--- config.mk ---
export PLATFORM = sky130hd
export DESIGN_NAME = coord_intersect_2
export DESIGN_NICKNAME = d
export VERILOG_FILES = /design/src/rtl/sparse_tok_pkg.sv /design/src/rtl/reg_fifo.sv /design/src/rtl/coord_intersect_2.sv
export SDC_FILE = /design/constraint.sdc
export NUM_CORES = 1
export LEC_CHECK = 0
export CAP_MARGIN = 20
export CORE_ASPECT_RATIO = 1.2
export CORE_MARGIN = 2
export CORE_UTILIZATION = 25
export CTS_BUF_LIST = sky130_fd_sc_hd__clkbuf_8
export CTS_CLUSTER_SIZE = 16
export DETAILED_ROUTE_END_ITERATION = 8
export GPL_TIMING_DRIVEN = 0
export PLACE_DENSITY = 0.43
export SLEW_MARGIN = 20
export SYNTH_ARGS = -nofsm -noshare
export SYNTH_HDL_FRONTEND = slang
export SYNTH_HIERARCHICAL = 1
export SYNTH_SLANG_ARGS = --single-unit
--- constraint.sdc ---
create_clock -name clk -period 4.15 [get_ports clk]
set_input_delay 0.83 -clock clk [delete_from_list [all_inputs] [get_ports clk]]
set_output_delay 0.83 -clock clk [all_outputs]
set_load 0.03 [all_outputs]
--- src/rtl/sparse_tok_pkg.sv ---
// Sparse token encoding shared by the fiber scanners and intersectors.
// Bit 16 marks a control token; DONE and STOP_n (n in 0..255) are the only legal control tokens.
package sparse_tok_pkg;

  localparam int DW = 17;
  localparam logic [16:0] TOK_DONE      = 17'h10100;
  localparam logic [16:0] TOK_STOP_BASE = 17'h10000;

  typedef logic [16:0] tok_t;

  typedef enum logic [1:0] {
    ST_START = 2'd0,
    ST_RUN   = 2'd1,
    ST_DONE  = 2'd2
  } isect_state_t;

  function automatic logic is_ctrl(input tok_t t);
    return t[16];
  endfunction

  function automatic logic is_done(input tok_t t);
    return t == TOK_DONE;
  endfunction

  function automatic logic is_stop(input tok_t t);
    return t[16] && (t[15:8] == 8'h00);
  endfunction

  // Illegal control tokens read as level 0 so they behave like STOP_0.
  function automatic logic [7:0] stop_lvl(input tok_t t);
    return is_stop(t) ? t[7:0] : 8'h00;
  endfunction

endpackage

--- src/rtl/reg_fifo.sv ---
// Register-based FIFO; data_out is valid whenever empty is low, no read latency.
// Latency: push to non-empty 1 cycle; push is ignored when full, pop ignored when empty.
module reg_fifo #(
  parameter int DW    = 17,
  parameter int DEPTH = 2
) (
  input  logic          clk,
  input  logic          rst_n,
  input  logic          flush,
  input  logic          push,
  input  logic [DW-1:0] data_in,
  output logic          full,
  input  logic          pop,
  output logic [DW-1:0] data_out,
  output logic          empty
);

  localparam int PW = (DEPTH > 1) ? $clog2(DEPTH) : 1;
  localparam int CW = $clog2(DEPTH + 1);

  logic [DW-1:0] mem [DEPTH];
  logic [PW-1:0] wr_ptr;
  logic [PW-1:0] rd_ptr;
  logic [CW-1:0] cnt;
  logic          do_push;
  logic          do_pop;

  assign full     = (cnt == CW'(DEPTH));
  assign empty    = (cnt == '0);
  assign do_push  = push && !full;
  assign do_pop   = pop && !empty;
  assign data_out = mem[rd_ptr];

  function automatic logic [PW-1:0] ptr_next(input logic [PW-1:0] p);
    return (p == PW'(DEPTH - 1)) ? '0 : p + PW'(1);
  endfunction

  always_ff @(posedge clk) begin
    if (!rst_n || flush) begin
      wr_ptr <= '0;
      rd_ptr <= '0;
      cnt    <= '0;
    end else begin
      if (do_push) wr_ptr <= ptr_next(wr_ptr);
      if (do_pop)  rd_ptr <= ptr_next(rd_ptr);
      cnt <= cnt + CW'(do_push) - CW'(do_pop);
    end
  end

  always_ff @(posedge clk) begin
    if (do_push) mem[wr_ptr] <= data_in;
  end

endmodule

--- src/rtl/coord_intersect_2.sv ---
// Two-way sparse intersector: 2-pointer merge of (coord,pos) fibers, emits common coords with both positions.
// Latency 1 cycle through output FIFOs; a step needs both operands present and all three FIFOs non-full.
module coord_intersect_2
  import sparse_tok_pkg::*;
#(
  parameter int DW          = 17,
  parameter int OFIFO_DEPTH = 2
) (
  input  logic          clk,
  input  logic          rst_n,
  input  logic          clk_en,
  input  logic          flush,
  input  logic          tile_en,
  input  logic [DW-1:0] coord_in_0,
  input  logic          coord_in_0_valid,
  output logic          coord_in_0_ready,
  input  logic [DW-1:0] pos_in_0,
  input  logic          pos_in_0_valid,
  output logic          pos_in_0_ready,
  input  logic [DW-1:0] coord_in_1,
  input  logic          coord_in_1_valid,
  output logic          coord_in_1_ready,
  input  logic [DW-1:0] pos_in_1,
  input  logic          pos_in_1_valid,
  output logic          pos_in_1_ready,
  output logic [DW-1:0] coord_out,
  output logic          coord_out_valid,
  input  logic          coord_out_ready,
  output logic [DW-1:0] pos_out_0,
  output logic          pos_out_0_valid,
  input  logic          pos_out_0_ready,
  output logic [DW-1:0] pos_out_1,
  output logic          pos_out_1_valid,
  input  logic          pos_out_1_ready,
  output logic          align_err
);

  isect_state_t state;

  tok_t a_crd, b_crd, a_pos, b_pos;
  logic a_pres, b_pres, active, room, can_step;
  logic a_data, b_data, a_stop, b_stop, a_bad, b_bad;
  logic [7:0] a_lvl, b_lvl, max_lvl;
  logic pop_a, pop_b, push, set_err, to_done;
  tok_t wd_c, wd_0, wd_1;
  logic full_c, full_0, full_1, empty_c, empty_0, empty_1;

  assign a_crd = coord_in_0;
  assign b_crd = coord_in_1;
  assign a_pos = pos_in_0;
  assign b_pos = pos_in_1;

  always_comb begin
    a_pres   = coord_in_0_valid && pos_in_0_valid;
    b_pres   = coord_in_1_valid && pos_in_1_valid;
    active   = clk_en && tile_en && rst_n && !flush;
    room     = !full_c && !full_0 && !full_1;
    can_step = active && (state != ST_DONE) && a_pres && b_pres && room;

    a_data  = !is_ctrl(a_crd);
    b_data  = !is_ctrl(b_crd);
    a_stop  = is_ctrl(a_crd) && !is_done(a_crd);
    b_stop  = is_ctrl(b_crd) && !is_done(b_crd);
    a_bad   = a_stop && !is_stop(a_crd);
    b_bad   = b_stop && !is_stop(b_crd);
    a_lvl   = stop_lvl(a_crd);
    b_lvl   = stop_lvl(b_crd);
    max_lvl = (a_lvl > b_lvl) ? a_lvl : b_lvl;

    pop_a   = 1'b0;
    pop_b   = 1'b0;
    push    = 1'b0;
    set_err = 1'b0;
    to_done = 1'b0;
    wd_c    = a_crd;
    wd_0    = a_pos;
    wd_1    = b_pos;

    if (can_step) begin
      set_err = a_bad || b_bad;
      if (a_data && b_data) begin
        if (a_crd[15:0] == b_crd[15:0]) begin
          push  = 1'b1;
          pop_a = 1'b1;
          pop_b = 1'b1;
        end else if (a_crd[15:0] < b_crd[15:0]) begin
          pop_a = 1'b1;
        end else begin
          pop_b = 1'b1;
        end
      end else if (a_data) begin
        pop_a = 1'b1;
      end else if (b_data) begin
        pop_b = 1'b1;
      end else if (a_stop && b_stop) begin
        push  = 1'b1;
        pop_a = 1'b1;
        pop_b = 1'b1;
        wd_c  = TOK_STOP_BASE | {9'd0, max_lvl};
        wd_0  = wd_c;
        wd_1  = wd_c;
        if (a_lvl != b_lvl) set_err = 1'b1;
      end else if (a_stop) begin
        pop_a   = 1'b1;
        set_err = 1'b1;
      end else if (b_stop) begin
        pop_b   = 1'b1;
        set_err = 1'b1;
      end else begin
        push    = 1'b1;
        pop_a   = 1'b1;
        pop_b   = 1'b1;
        to_done = 1'b1;
        wd_c    = TOK_DONE;
        wd_0    = TOK_DONE;
        wd_1    = TOK_DONE;
      end
    end
  end

  assign coord_in_0_ready = pop_a;
  assign pos_in_0_ready   = pop_a;
  assign coord_in_1_ready = pop_b;
  assign pos_in_1_ready   = pop_b;

  assign coord_out_valid = !empty_c && active;
  assign pos_out_0_valid = !empty_0 && active;
  assign pos_out_1_valid = !empty_1 && active;

  always_ff @(posedge clk) begin
    if (!rst_n || flush) begin
      state     <= ST_START;
      align_err <= 1'b0;
    end else if (clk_en && tile_en) begin
      if (set_err) align_err <= 1'b1;
      case (state)
        ST_START: begin
          if (to_done)              state <= ST_DONE;
          else if (a_pres && b_pres) state <= ST_RUN;
        end
        ST_RUN:  if (to_done) state <= ST_DONE;
        // Hold inputs off until the last DONE has left every output.
        ST_DONE: if (empty_c && empty_0 && empty_1) state <= ST_START;
        default: state <= ST_START;
      endcase
    end
  end

  reg_fifo #(.DW(DW), .DEPTH(OFIFO_DEPTH)) u_fifo_crd (
    .clk(clk), .rst_n(rst_n), .flush(flush),
    .push(push), .data_in(wd_c), .full(full_c),
    .pop(coord_out_valid && coord_out_ready), .data_out(coord_out), .empty(empty_c)
  );

  reg_fifo #(.DW(DW), .DEPTH(OFIFO_DEPTH)) u_fifo_pos0 (
    .clk(clk), .rst_n(rst_n), .flush(flush),
    .push(push), .data_in(wd_0), .full(full_0),
    .pop(pos_out_0_valid && pos_out_0_ready), .data_out(pos_out_0), .empty(empty_0)
  );

  reg_fifo #(.DW(DW), .DEPTH(OFIFO_DEPTH)) u_fifo_pos1 (
    .clk(clk), .rst_n(rst_n), .flush(flush),
    .push(push), .data_in(wd_1), .full(full_1),
    .pop(pos_out_1_valid && pos_out_1_ready), .data_out(pos_out_1), .empty(empty_1)
  );

endmodule
==> reports/results.txt, run 1 <==
CTS max path bufs: 2
Final Max Slew Viols: 0
Worst-path fanout max: 5
Aggregate routed wire length: 17.0 mm
Post-synth ARST share: 0%
TritonCTS clock tree: built
Worst clock skew: 0.00929 ns
Synth Area per Inst: 12.5 µm²
RSZ-0062 raised after global routing: no
Achievable Freq: 0.251 GHz
H-tree depth: 4
Cell chain of the critical path: clkdlybuf4s50_1, nor4_1, nand4_1, buf_4, o31ai_4, inv_1, ha_1, nand2b_1, a21oi_2, buf_4, buf_4
Crit-path most repeated cell: buf_4
Area growth, synth to finish: 37.4%
Hold Crit Class: flop to flop
Synth Area in Simple Gates: 12.7%
Dpl ws: -0.767 ns
Sink Count: 120
Startpoint types: primary input
Static Leak: 3.18 nW
Buf/Inv on CP: 5
Num rows: 62
Initial core utilization: 25.5%
Die extent in x: 147 µm
Yosys cell types: 47
Max_cap viols: 0
Slew @ Worst Pin: 0.602 ns
Crit path required time: 3.32 ns
Fin crit share: 96.1%
XOR/XNOR Fraction of Synth Area: 0.857%
Most used DFF post-synth: edfxtp_1
Compound-Gate Fraction of Synth Area: 8.18%
Post-route DRC: 0
Crit-path slowest cell: clkdlybuf4s50_1
Post-route cell area: 8430 µm²
Antenna cells: 0
Sequential area share after synthesis: 55.8%
Cells after synthesis: 491
First-pass GRT wire length: 25.8 mm
Vias per Instance: 4.42
Hold Fails Final Rpt: 0
Final WS setup: 0.160 ns
Final ANT Viol Nets: 0
Worst r2r src: u_fifo_pos0/cnt[0]
Status: completed
Worst Hold Slack: 0.486 ns
Crit path capture type: primary output
Synth warn: 6
Tmin final: 3.99 ns
Final Util: 35.1%
Vias in the first global route: 4571
Post-synthesis mux area share: 10.7%
Placed insts: 949
Syn_nets: 606
Final setup viols: 0
CP top delay family: buffers and inverters
Total GRT Usage: 13.3%
Combinational family with the most area after synthesis: simple AND/OR/NAND/NOR gates
Critical path origin: coord_in_1[13]
Post-synth EDFFs: 102
Synthesized-area fraction occupied by adder cells: 7.14%
Seq cells post-synth: 120
Max VDD drop: 0.161 mV
Die area: 25800 µm²
Hold Crit Start: u_fifo_pos1/wr_ptr
Post-DP HPWL: 13.0 mm
Power Density: 307 nW/µm²
Max-slew headroom: 59.9%
Dpl cell area: 7920 µm²
Initial drt markers: 221
Post-DR wirelength/cell: 17.3 µm
CTS Hold Buffers Added: 0
Via count: 4338
Core ar.: 24000 µm²
CP Data Arrival Time: 3.16 ns
Port Buffers: 138
Number of antenna violations at the first check in global routing: 1
Top Ports: 139
Synthesized area: 6130 µm²
Finished Layout Cells: 982
Clk slew on worst S/H paths: 0.08 ns
Pre-Repair DR Iteration Count: 4
Crit Path Class: primary input to primary output
Share of cells above drive strength 1: 14.7%
Overflow after GRT: 0
Critical Path Max Stage Delay: 0.43 ns
Die height: 176 µm
Worst-Skew Late Latency: 0.44 ns
# nets final: 764
CTS Buf Count: 17
CTS Root Cell: clkbuf_8
Routability cong.: 0.843
Largest net degree at the start of global routing: 18
## what timing repair did
item,4_1_cts,5_1_grt
setup endpoints to repair,73,106
setup buffers,1,0
pin swaps,1,2
gates cloned,0,0
gates resized for setup,22,18
## worst paths after layout
kind | cells past startpoint | slack (ns) | endpoint
worst min register to register | 2 | 0.49 | u_fifo_pos1/wr_ptr
worst max-delay path | 11 | 0.16 | pos_in_0_ready
worst max register to register | 9 | 1.06 | u_fifo_pos0/mem[0][12]
worst min-delay path | 2 | 0.49 | u_fifo_pos1/wr_ptr
## cell usage after synthesis (4+ instances only)
| cell | count | area [µm²] |
|---|---|---|
| edfxtp_1 | 102 | 3060 |
| inv_1 | 42 | 158 |
| mux2_1 | 39 | 439 |
| ha_1 | 35 | 438 |
| nand2_1 | 33 | 124 |
| and2_1 | 29 | 181 |
| a22o_1 | 24 | 210 |
| nor2_1 | 24 | 90.1 |
| a21oi_1 | 20 | 100 |
| dfxtp_1 | 18 | 360 |
| mux2_2 | 12 | 135 |
| nand4_1 | 9 | 56.3 |
| buf_4 | 8 | 60.1 |
| mux2i_1 | 8 | 80.1 |
| o21ai_0 | 8 | 40.0 |
| nand2b_1 | 6 | 37.5 |
| nor3_1 | 6 | 30.0 |
| nor4_1 | 6 | 37.5 |
| clkbuf_1 | 5 | 18.8 |
| nand3_1 | 5 | 25.0 |
| or3_1 | 5 | 31.3 |
| nor2b_1 | 4 | 25.0 |
## per-layer routing
layer | track usage (%) | up-vias | wire length [µm]
met3 | 3.09 | 17 | 560
met5 | 0 | - | 13
met4 | 4.45 | 2 | 290
met2 | 23.7 | 98 | 8760
met1 | 15.9 | 2110 | 7350
li1 | - | 2111 | -
## metrics by stage
stage / TNS (ns) / total power, mW
after floorplan: 0 / 1.41
after global placement: -69.51 / 1.52
after detailed placement: -76.40 / 1.52
after CTS: 0 / 2.63
after global routing: 0 / 2.70
final: 0 / 2.59
## cells by family (layout without fill, tap and decap cells)
| group | count (synthesis) | count (layout) |
|---|---|---|
| xor gates and xnor gates | 6 | 6 |
| buffers and inverters | 63 | 234 |
| AOI/OAI and AO/OA | 69 | 69 |
| and+or+nand+nor | 139 | 139 |
| adders and majority gates | 35 | 35 |
| muxes | 59 | 59 |
| DFF | 120 | 120 |
## sequential cells by signal, indices dropped and copies added, names as in the netlist, named ones only
register,cells
u_fifo_crd/mem,34
u_fifo_pos0/mem,34
u_fifo_pos1/mem,34
state,2
u_fifo_crd/cnt,2
u_fifo_pos0/cnt,2
u_fifo_pos1/cnt,2
align_err,1
u_fifo_crd/rd_ptr,1
u_fifo_crd/wr_ptr,1
u_fifo_pos0/rd_ptr,1
u_fifo_pos0/wr_ptr,1
u_fifo_pos1/rd_ptr,1
u_fifo_pos1/wr_ptr,1
## where the power goes
part           leakage, nW  internal (mW)  switching (mW)
registers             1.06           1.30        0.000114
clock network        0.200          0.594           0.495
logic                 1.92          0.108          0.0845
total                 3.18           2.01           0.580
## worst register-to-register path: stages, from the launching register on
cell	delay (ns)
dfxtp_1	0.37
nand2b_2	0.16
inv_2	0.05
or3_1	0.35
or4_1	0.40
buf_4	0.20
a21oi_2	0.35
inv_1	0.10
or3_1	0.42
clkinvlp_4	0.35
## area by class of cell
class                           count  area, µm²
Buffer                             18        116
Clock buffer                       17        234
Clock inverter                     15        178
Fill cell                        2416      15600
Inverter                           45        180
Multi-Input combinational cell    308       2510
Sequential cell                   120       3420
Tap cell                          320        400
Timing Repair Buffer              139       1380
## cell usage in the layout (no fill, tap or decap), drive strengths merged, types with 4 or more instances in the layout
cell,synthesis,layout
a21oi,20,20
a22o,24,24
and2,29,29
buf,13,17
clkbuf,5,23
clkdlybuf4s50,0,129
clkinv,0,5
clkinvlp,0,7
dfxtp,18,18
dlymetal6s2s,0,4
edfxtp,102,102
ha,35,35
inv,45,45
mux2,51,51
mux2i,8,8
nand2,33,33
nand2b,9,9
nand3,5,5
nand4,9,9
nor2,25,25
nor2b,4,4
nor3,7,7
nor4,6,6
o21ai,10,10
or3,5,5
Power figures use the tool's default switching activity.
==> run 2, diff against run 1 <==
SLEW_MARGIN = not set   (was 20)
==> results of run 2 <==
Final layout, timing and power as in run 1 (identical DEF).
==> run 3, diff against run 2 <==
CORE_UTILIZATION = 40   (was 25)
CTS_CLUSTER_SIZE = 25   (was 16)
PLACE_DENSITY = 0.63   (was 0.43)
RECOVER_POWER = 50   (was not set)
==> run 3 against run 2 <==
Effect of this change:
- first-iteration DRC count is 43% lower
- critical path type unchanged
- wire length fell by 11%
- core utilization grew 20 points
- cell area decreased by 2.8%
- via count grew 1.1%
- clock power shrank 5%
- non-clock buffer count up 1
- sequential cell count unchanged
- die area fell by 37%
- highest routed layer is now met4
- setup slack got worse by 0.051 ns
- clock skew up 0.00052 ns
- sequential share of layout area increased by 1.2 points
==> reports/results.txt, run 3 (synthesized netlist as in run 1, its figures left out) <==
Setup Total Neg Slack: 0 ns
CP Data Arrival Time: 3.21 ns
Post-DR wirelength/cell: 17.3 µm
Layout filler cell count: 1327
Startpoint types: primary input
Die area: 16300 µm²
Total GRT Usage: 19.0%
First-pass GRT wire length: 23.0 mm
Total chip power: 2.54 mW
Final Max Slew Viols: 0
Tmin final: 4.04 ns
Vias in the first global route: 4655
Area growth, synth to finish: 33.6%
Number of antenna violations at the first check in global routing: 0
Crit path capture type: primary output
Routability cong.: 0.855
Initial drt markers: 126
Placed insts: 833
Worst-Skew Late Latency: 0.45 ns
Post-DP HPWL: 11.4 mm
Overflow after GRT: 0
CTS Root Cell: clkbuf_8
Crit path required time: 3.32 ns
Status: completed
Fin crit share: 97.4%
Max-slew headroom: 29.0%
CTS Buf Count: 17
Largest net degree at the start of global routing: 18
Worst-path fanout max: 6
Static Leak: 3.13 nW
Aggregate routed wire length: 15.0 mm
Max_cap viols: 0
Crit Path Class: primary input to primary output
Hold Fails Final Rpt: 0
Num rows: 49
CTS Hold Buffers Added: 0
Power Density: 310 nW/µm²
Worst clock skew: 0.00981 ns
Post-route cell area: 8200 µm²
Endpoint, Worst Hold: u_fifo_crd/wr_ptr
Commonest non-fill, non-tap cells in the layout: 102 x edfxtp_1, 76 x clkdlybuf4s50_1, 57 x dlygate4sd3_1
Critical R2R Capture: u_fifo_crd/mem[1][5]
Final ANT Viol Nets: 0
Post-route DRC: 0
Finished Layout Cells: 867
Worst R2R Setup Slack: 1.00 ns
Max VDD drop: 0.127 mV
Port Buffers: 138
Vias per Instance: 5.06
CTS max path bufs: 2
Core ar.: 15000 µm²
Achievable Freq: 0.247 GHz
Multi-input gate area: 2460 µm²
Worst r2r src: u_fifo_pos0/cnt[0]
Hold Crit Class: flop to flop
Hold Path Depth: 2
Via count: 4386
Slew @ Worst Pin: 1.06 ns
Final setup viols: 0
Hold Crit Start: u_fifo_crd/wr_ptr
Share of cells above drive strength 1: 12.5%
Biggest regs: u_fifo_crd/mem (34), u_fifo_pos0/mem (34), u_fifo_pos1/mem (34)
Die height: 140 µm
# nets final: 765
Pre-Repair DR Iteration Count: 5
RSZ-0062 raised after global routing: no
H-tree depth: 4
Die extent in x: 117 µm
Reg2Reg Depth: 8
Initial core utilization: 40.8%
Clk slew on worst S/H paths: 0.07 ns
Most common cell after layout, fill and taps aside: edfxtp_1
Dpl cell area: 7770 µm²
TritonCTS clock tree: built
Top Ports: 139
Register area: 3420 µm²
Antenna cells: 0
Sink Count: 120
==> run 3: timing repair <==
| item | in CTS | in global routing |
|---|---|---|
| resized for setup | 17 | 17 |
| setup buffers | 1 | 1 |
| endpoints found under the setup margin | 61 | 106 |
| pin swaps | 1 | 2 |
| hold endpoints to repair | 0 | 0 |
==> run 3: area by class of cell <==
| type | count | share of cell area, % |
|---|---|---|
| flip-flops and latches | 120 | 41.8 |
| inverters | 45 | 2.20 |
| well taps | 204 | 3.11 |
| plain buffers | 18 | 1.19 |
| repair buffers | 140 | 16.9 |
| clock buffers | 17 | 2.85 |
| clock inverters | 15 | 1.95 |
| multi-input cells | 308 | 30.0 |
==> run 3: metal layers <==
layer  track usage (%)  share of wire, %
met4              7.55               2.2
met1              21.0                40
met3              5.88               6.6
met2              33.6                52
met5                 0                 0
==> run 3: worst max path at each step <==
stage | startpoint | endpoint | slack, ns | cells after the start
3_5_place_dp | coord_in_1[13] | u_fifo_crd/mem[0][6] | -0.79 | 11
4_1_cts | coord_in_1[5] | pos_in_1_ready | 0.01 | 11
3_3_place_gp | coord_in_1[13] | u_fifo_crd/mem[0][6] | -0.70 | 11
6_report | coord_in_0[10] | coord_in_1_ready | 0.11 | 10
5_1_grt | coord_in_1[14] | coord_in_1_ready | 0.002 | 10
2_1_floorplan | coord_in_1[13] | pos_in_0_ready | 0.47 | 8
==> run 3: through the flow <==
stage / setup slack [ns] / utilization, % / hold slack, ns
2_1_floorplan: 0.468 / - / 0.458
3_3_place_gp: -0.700 / 51.7 / 0.466
3_5_place_dp: -0.786 / 51.7 / 0.479
4_1_cts: 0.0141 / 54.5 / 0.490
5_1_grt: 0.00172 / 54.6 / 0.543
6_report: 0.109 / 54.6 / 0.495
==> run 3: report_power, final <==
group	switching [mW]	total [mW]	internal (mW)
clock	0.462	1.04	0.582
sequential	0.000115	1.31	1.31
combinational	0.0806	0.188	0.107
total	0.543	2.54	2.00
==> run 3: critical path, cell delays in order <==
cell	delay, ns
clkdlybuf4s50_1	0.47
nor4_1	0.36
nand2_1	0.22
o21ai_4	0.27
inv_1	0.09
ha_1	0.20
nand2_1	0.09
nand2_1	0.07
a21oi_2	0.22
clkdlybuf4s15_1	0.40
